===== src/rtl/ds_temp_ctrl.sv =====
// DS18B20 measurement sequencer driving the 1-wire bit layer via its rdy handshake.
// Build option: define DS_CRC_EN to read all 9 scratchpad bytes and check the Dallas CRC8.
module ds_temp_ctrl #(
    parameter int         CNT_CONV = 18750000,
    parameter logic [7:0] CMD_SKIP = 8'hCC,
    parameter logic [7:0] CMD_CONV = 8'h44,
    parameter logic [7:0] CMD_READ = 8'hBE
) (
    input  logic        clk,
    input  logic        rst_n,
    input  logic        start,
    output logic        busy,
    output logic        rst_en,
    output logic        wr_en,
    output logic        wdata,
    output logic        rd_en,
    input  logic        rdata,
    input  logic        rdata_vld,
    input  logic        rdy,
    output logic [15:0] temp,
    output logic        temp_vld,
    output logic        crc_err
);
    localparam int CNT_W = $clog2(CNT_CONV + 1);
`ifdef DS_CRC_EN
    localparam logic [6:0] RD_LAST = 7'd71;
`else
    localparam logic [6:0] RD_LAST = 7'd15;
`endif

    typedef enum logic [3:0] {
        S_IDLE, S_RST1, S_WR_SKIP1, S_WR_CONV, S_WAIT_CONV,
        S_RST2, S_WR_SKIP2, S_WR_READ, S_RD, S_RST3, S_DONE
    } state_t;

    state_t            r_state;
    state_t            w_state_next;
    logic              r_pend;
    logic              r_ign;
    logic [6:0]        r_bit;
    logic [CNT_W-1:0]  r_cnt;
    logic [6:0]        r_vld_cnt;
    logic [7:0]        r_byte;
    logic [7:0]        r_lsb;
    logic [7:0]        r_msb;
    logic [15:0]       r_temp;
    logic              r_temp_vld;
    logic              w_rst_st;
    logic              w_wr_st;
    logic              w_rd_st;
    logic              w_cmd_done;
    logic              w_issue;
    logic              w_last;
    logic              w_cnt_tc;
    logic              w_result_ok;
    logic [7:0]        w_cmd;
    logic [7:0]        w_byte_in;

    always_comb begin
        w_rst_st     = (r_state == S_RST1) || (r_state == S_RST2) || (r_state == S_RST3);
        w_wr_st      = (r_state == S_WR_SKIP1) || (r_state == S_WR_CONV) ||
                       (r_state == S_WR_SKIP2) || (r_state == S_WR_READ);
        w_rd_st      = (r_state == S_RD);
        w_cmd        = CMD_SKIP;
        if (r_state == S_WR_CONV) w_cmd = CMD_CONV;
        if (r_state == S_WR_READ) w_cmd = CMD_READ;
        // rdy is not trusted in the cycle right after a pulse (r_ign)
        w_cmd_done   = r_pend && !r_ign && rdy;
        w_issue      = (w_rst_st || w_wr_st || w_rd_st) && !r_pend && rdy && !rst_n;
        w_last       = 1'b1;
        if (w_wr_st) w_last = (r_bit == 7'd7);
        else if (w_rd_st) w_last = (r_bit == RD_LAST);
        w_cnt_tc     = (r_cnt == CNT_W'(CNT_CONV - 1));
        w_byte_in    = {rdata, r_byte[7:1]};
        w_state_next = r_state;
        case (r_state)
            S_IDLE:      if (start) w_state_next = S_RST1;
            S_RST1:      if (w_cmd_done) w_state_next = S_WR_SKIP1;
            S_WR_SKIP1:  if (w_cmd_done && w_last) w_state_next = S_WR_CONV;
            S_WR_CONV:   if (w_cmd_done && w_last) w_state_next = S_WAIT_CONV;
            S_WAIT_CONV: if (w_cnt_tc) w_state_next = S_RST2;
            S_RST2:      if (w_cmd_done) w_state_next = S_WR_SKIP2;
            S_WR_SKIP2:  if (w_cmd_done && w_last) w_state_next = S_WR_READ;
            S_WR_READ:   if (w_cmd_done && w_last) w_state_next = S_RD;
`ifdef DS_CRC_EN
            S_RD:        if (w_cmd_done && w_last) w_state_next = S_DONE;
`else
            S_RD:        if (w_cmd_done && w_last) w_state_next = S_RST3;
`endif
            S_RST3:      if (w_cmd_done) w_state_next = S_DONE;
            S_DONE:      w_state_next = S_IDLE;
            default:     w_state_next = S_IDLE;
        endcase
    end

`ifdef DS_CRC_EN
    logic [7:0] r_crc;
    logic       r_crc_err;
    logic       w_crc_fb;
    assign w_crc_fb    = r_crc[0] ^ rdata;
    assign w_result_ok = (r_crc == 8'h00);
    assign crc_err     = r_crc_err;

    always_ff @(posedge clk) begin
        if (rst_n) begin
            r_crc     <= 8'h00;
            r_crc_err <= 1'b0;
        end else begin
            r_crc_err <= (w_state_next == S_DONE) && (r_state != S_DONE) && !w_result_ok;
            if (r_state == S_IDLE) r_crc <= 8'h00;
            else if (w_rd_st && rdata_vld)
                r_crc <= {1'b0, r_crc[7:1]} ^ (w_crc_fb ? 8'h8C : 8'h00);
        end
    end
`else
    assign w_result_ok = 1'b1;
    assign crc_err     = 1'b0;
`endif

    always_ff @(posedge clk) begin
        if (rst_n) begin
            r_state    <= S_IDLE;
            r_pend     <= 1'b0;
            r_ign      <= 1'b0;
            r_bit      <= '0;
            r_cnt      <= '0;
            r_vld_cnt  <= '0;
            r_byte     <= '0;
            r_lsb      <= '0;
            r_msb      <= '0;
            r_temp     <= '0;
            r_temp_vld <= 1'b0;
        end else begin
            r_state    <= w_state_next;
            r_ign      <= w_issue;
            r_temp_vld <= 1'b0;
            if (w_issue) r_pend <= 1'b1;
            else if (w_cmd_done) r_pend <= 1'b0;
            if (w_state_next != r_state) r_bit <= '0;
            else if (w_cmd_done) r_bit <= r_bit + 7'd1;
            if (r_state == S_WAIT_CONV) r_cnt <= w_cnt_tc ? '0 : r_cnt + 1'b1;
            if (r_state == S_IDLE) begin
                r_vld_cnt <= '0;
            end else if (w_rd_st && rdata_vld) begin
                r_byte    <= w_byte_in;
                r_vld_cnt <= r_vld_cnt + 7'd1;
                if (r_vld_cnt[2:0] == 3'd7) begin
                    if (r_vld_cnt[6:3] == 4'd0) r_lsb <= w_byte_in;
                    if (r_vld_cnt[6:3] == 4'd1) r_msb <= w_byte_in;
                end
            end
            if ((w_state_next == S_DONE) && (r_state != S_DONE) && w_result_ok) begin
                r_temp     <= {r_msb, r_lsb};
                r_temp_vld <= 1'b1;
            end
        end
    end

    assign busy     = (r_state != S_IDLE);
    assign rst_en   = w_issue && w_rst_st;
    assign wr_en    = w_issue && w_wr_st;
    assign rd_en    = w_issue && w_rd_st;
    assign wdata    = wr_en && w_cmd[r_bit[2:0]];
    assign temp     = r_temp;
    assign temp_vld = r_temp_vld;
endmodule


===== config.mk =====
export PLATFORM = sky130hd
export DESIGN_NAME = ds_temp_ctrl
export DESIGN_NICKNAME = d
export VERILOG_FILES = /design/src/rtl/ds_temp_ctrl.sv
export SDC_FILE = /design/constraint.sdc
export NUM_CORES = 1
export LEC_CHECK = 0
export BUFFER_PORTS_ARGS = -buffer_cell sky130_fd_sc_hd__clkbuf_2
export CORE_MARGIN = 2
export CORE_UTILIZATION = 45
export DETAILED_ROUTE_END_ITERATION = 8
export PLACE_DENSITY_LB_ADDON = 0.08
export SYNTH_ARGS = -nofsm -noshare
export SYNTH_HDL_FRONTEND = slang
export SYNTH_SLANG_ARGS = --single-unit
export TNS_END_PERCENT = 100

===== constraint.sdc =====
create_clock -name clk -period 5.7 [get_ports clk]
set_input_delay 1.14 -clock clk [delete_from_list [all_inputs] [get_ports clk]]
set_output_delay 1.14 -clock clk [all_outputs]
set_load 0.05 [all_outputs]

==> impl_metrics.toml <==
[route]
via_per_inst = 5.60
drc = 0
vias = 3152
ant_nets = 0
wl_um = 7680
avgRoutedWirePerCell_um = 13.6
drt_first_iter_violations = 112
drtPass1Iterations = 4

[floorplanning]
start_util_pct = 45.9
num_io_pins = 29
die_y_um = 95.1
coreArea_um2 = 8130
rows = 33
die_w_um = 95.1
dieArea_um2 = 9040

[yosys]
yosys.area.top_type = "dfxtp_1"
ys_seq_area_share_pct = 45.6
synth.net_count = 452
synth_cell_types = 46
synth_top_area_share_pct = 45.6
ys_ff_latch = 85
netlist_area_um2 = 3730
ys.flop_type = "dfxtp_1"
netlist_instances = 442
synth_edf_count = 0
yosys_warnings = 0
avgSynthCellArea_um2 = 8.44
synth-async-reset-ratio_pct = 0
yosys-top-cells-area = "dfxtp_1 (46%), nand2_1 (7.5%), a21oi_1 (6.0%), mux2i_1 (4.6%), nor2_1 (3.9%)"

[min_path]
hold_class = "reg2reg"

[cts]
clk_pin_slew_ps = 90
clock-root-buffer = "clkbuf_8"
cts_tree = "yes"
clk_latency_ps = 350
cts_hold_buf = 0
htree_levels = 3
postCtsSetupBuffers = 0
ctsLongestPathBuffers = 2
cts-buffers-inserted = 9
cts.sinks = 85
cts_resized = 0

[global_route]
grt_pass1_wl_um = 13100
grt_pass1_vias = 2832
grt_usage_pct = 18.4
antenna_found_initial = 0
grt-ovfl-total = 0
grt_max_degree = 47

[sta]
hold_violations = 0
fin_crit_ps = 4110
finalMaxSlewViolations = 0
finClkSkew_ps = 7.60
worst_pin_slew_ps = 945
period_share_pct = 72.1
hold_slack_ps = 457
rsz0062_at_grt = "no"
setup_tns_ps = 0
worst_slew_margin_rel_pct = 37.0
timing.fmax_mhz = 243
setup_viol = 0

[power_and_ir_drop]
powerDensity_nw_per_um2 = 259
ir_drop_v = 0.000135
total_power_mw = 1.06
p_leak_nw = 1.48

[setup_path]
crit_type = "in2out"
worst_ep_required_time_ps = 4560
path_cells = "clkbuf_2, a21oi_1, nand4b_1, a211oi_1, clkbuf_2"
critPathCaptureType = "primary output"
crit_buf_inv = 2
r2r_setup_slack_ps = 2430
crit_fanout = 46
critical-path-max-stage-delay_ps = 500
critPathLaunchType = "input port"
worst_path_most_repeated_cell = "clkbuf_2"
crit_family = "buffers and inverters"
cp_slowest_cell = "clkbuf_2"
crit_arrival_ps = 2970

[cells_and_area]
n_antenna_cell = 0
regArea_um2 = 1700
fill_cells = 808
post-route-util_pct = 50.5
final_nets = 464
multi_input_area_um2 = 1920
syn_to_final_growth_pct = 9.99
layout_common_cells = "dfxtp_1 (85), nand2_1 (75), a21oi_1 (45), nor2_1 (39), clkbuf_2 (27)"
drive_gt1_share_pct = 10.9
final_common_cell = "dfxtp_1"

[placement]
gp_congestion = 0.767
hpwl_um = 5240
io_buffers = 27

[run]
maxCapViolCount = 0

[outcome]
outcome = "finished, final reports clean"
## worst reg2reg max path: cells and delay by family (launching register included)
kind	cells	cell delay [ps]
flip-flops	1	570
AND/OR/NAND/NOR	3	1460
buffers and inverters	1	340
AO/OA/AOI/OAI	1	800
## per-layer routing
metal / track usage [%] / wire, µm / vias to the layer above
met5: 0 / 0 / -
met4: 5.80 / 82 / 0
met3: 3.87 / 251 / 7
met2: 28.9 / 3500 / 44
met1: 25.4 / 3850 / 1491
li1: - / - / 1610
## path summary, 6_finish.rpt
check | start | endpoint | cells after the start
max reg2reg | r_state[2]$_SDFF_PP0_ | r_cnt[7]$_SDFFE_PP0P_ | 5
min | temp[13]$_SDFFE_PP0P_ | temp[13]$_SDFFE_PP0P_ | 2
min reg2reg | temp[13]$_SDFFE_PP0P_ | temp[13]$_SDFFE_PP0P_ | 2
max | rst_n | wdata | 5
## logic make-up (layout without fill, tap and decap cells)
group / count (synthesis) / count (layout) / share of synthesized area, %
and+or+nand+nor: 209 / 209 / 28.7
muxes: 17 / 17 / 4.56
DFF: 85 / 85 / 45.6
AOI/OAI and AO/OA: 73 / 73 / 11.4
other: 1 / 1 / 0.100
xor gates and xnor gates: 21 / 21 / 4.93
adders and majority gates: 4 / 4 / 1.34
buffers and inverters: 32 / 48 / 3.45
## registers in the layout, indices dropped and copies added (netlist names)
name       count
r_cnt         25
temp          16
r_lsb          8
r_msb          8
r_bit          7
r_byte         7
r_vld_cnt      7
r_state        4
r_ign          1
r_pend         1
temp_vld       1
## power breakdown
group	internal, mW	switching [mW]	leakage [nW]
Combinational	0.00766	0.0233	0.697
Sequential	0.595	0.00388	0.685
Clock	0.206	0.228	0.0980
Total	0.808	0.255	1.48
## cells in the mapped netlist, drive strengths merged (2+ instances only)
| cell | count |
|---|---|
| xor2 | 8 |
| dfxtp | 85 |
| buf | 6 |
| and3 | 4 |
| xnor2 | 13 |
| clkbuf | 21 |
| a31oi | 4 |
| nand4b | 3 |
| inv | 5 |
| o31ai | 9 |
| and2 | 4 |
| and4 | 4 |
| nor2 | 39 |
| ha | 4 |
| a21oi | 45 |
| o21ai | 8 |
| or3 | 6 |
| nor3 | 13 |
| mux2i | 17 |
| o41ai | 2 |
| nor2b | 3 |
| nand2 | 75 |
| nand4 | 15 |
| nand3 | 10 |
| or4b | 3 |
| nor4 | 8 |
| nor4b | 6 |
| or4 | 10 |
## through the flow
step / std cells / cell area, µm² / worst slack, ps
2_1_floorplan: 442 / 3730 / 1630
3_3_place_gp: 548 / 3910 / 1610
3_5_place_dp: 548 / 3910 / 1580
4_1_cts: 563 / 4110 / 1580
5_1_grt: 563 / 4110 / 1440
6_report: 563 / 4110 / 1590
## final cells by class
cell class                 count  share of cell area [%]
multi-input combinational    325                    46.7
tap                          105                    3.20
inverter                       5                   0.457
timing repair buffer          28                    3.47
clock inverter                 6                    1.74
clock buffer                   9                    3.02
sequential                    85                    41.5
No activity file was read; power rests on OpenSTA's default activity.
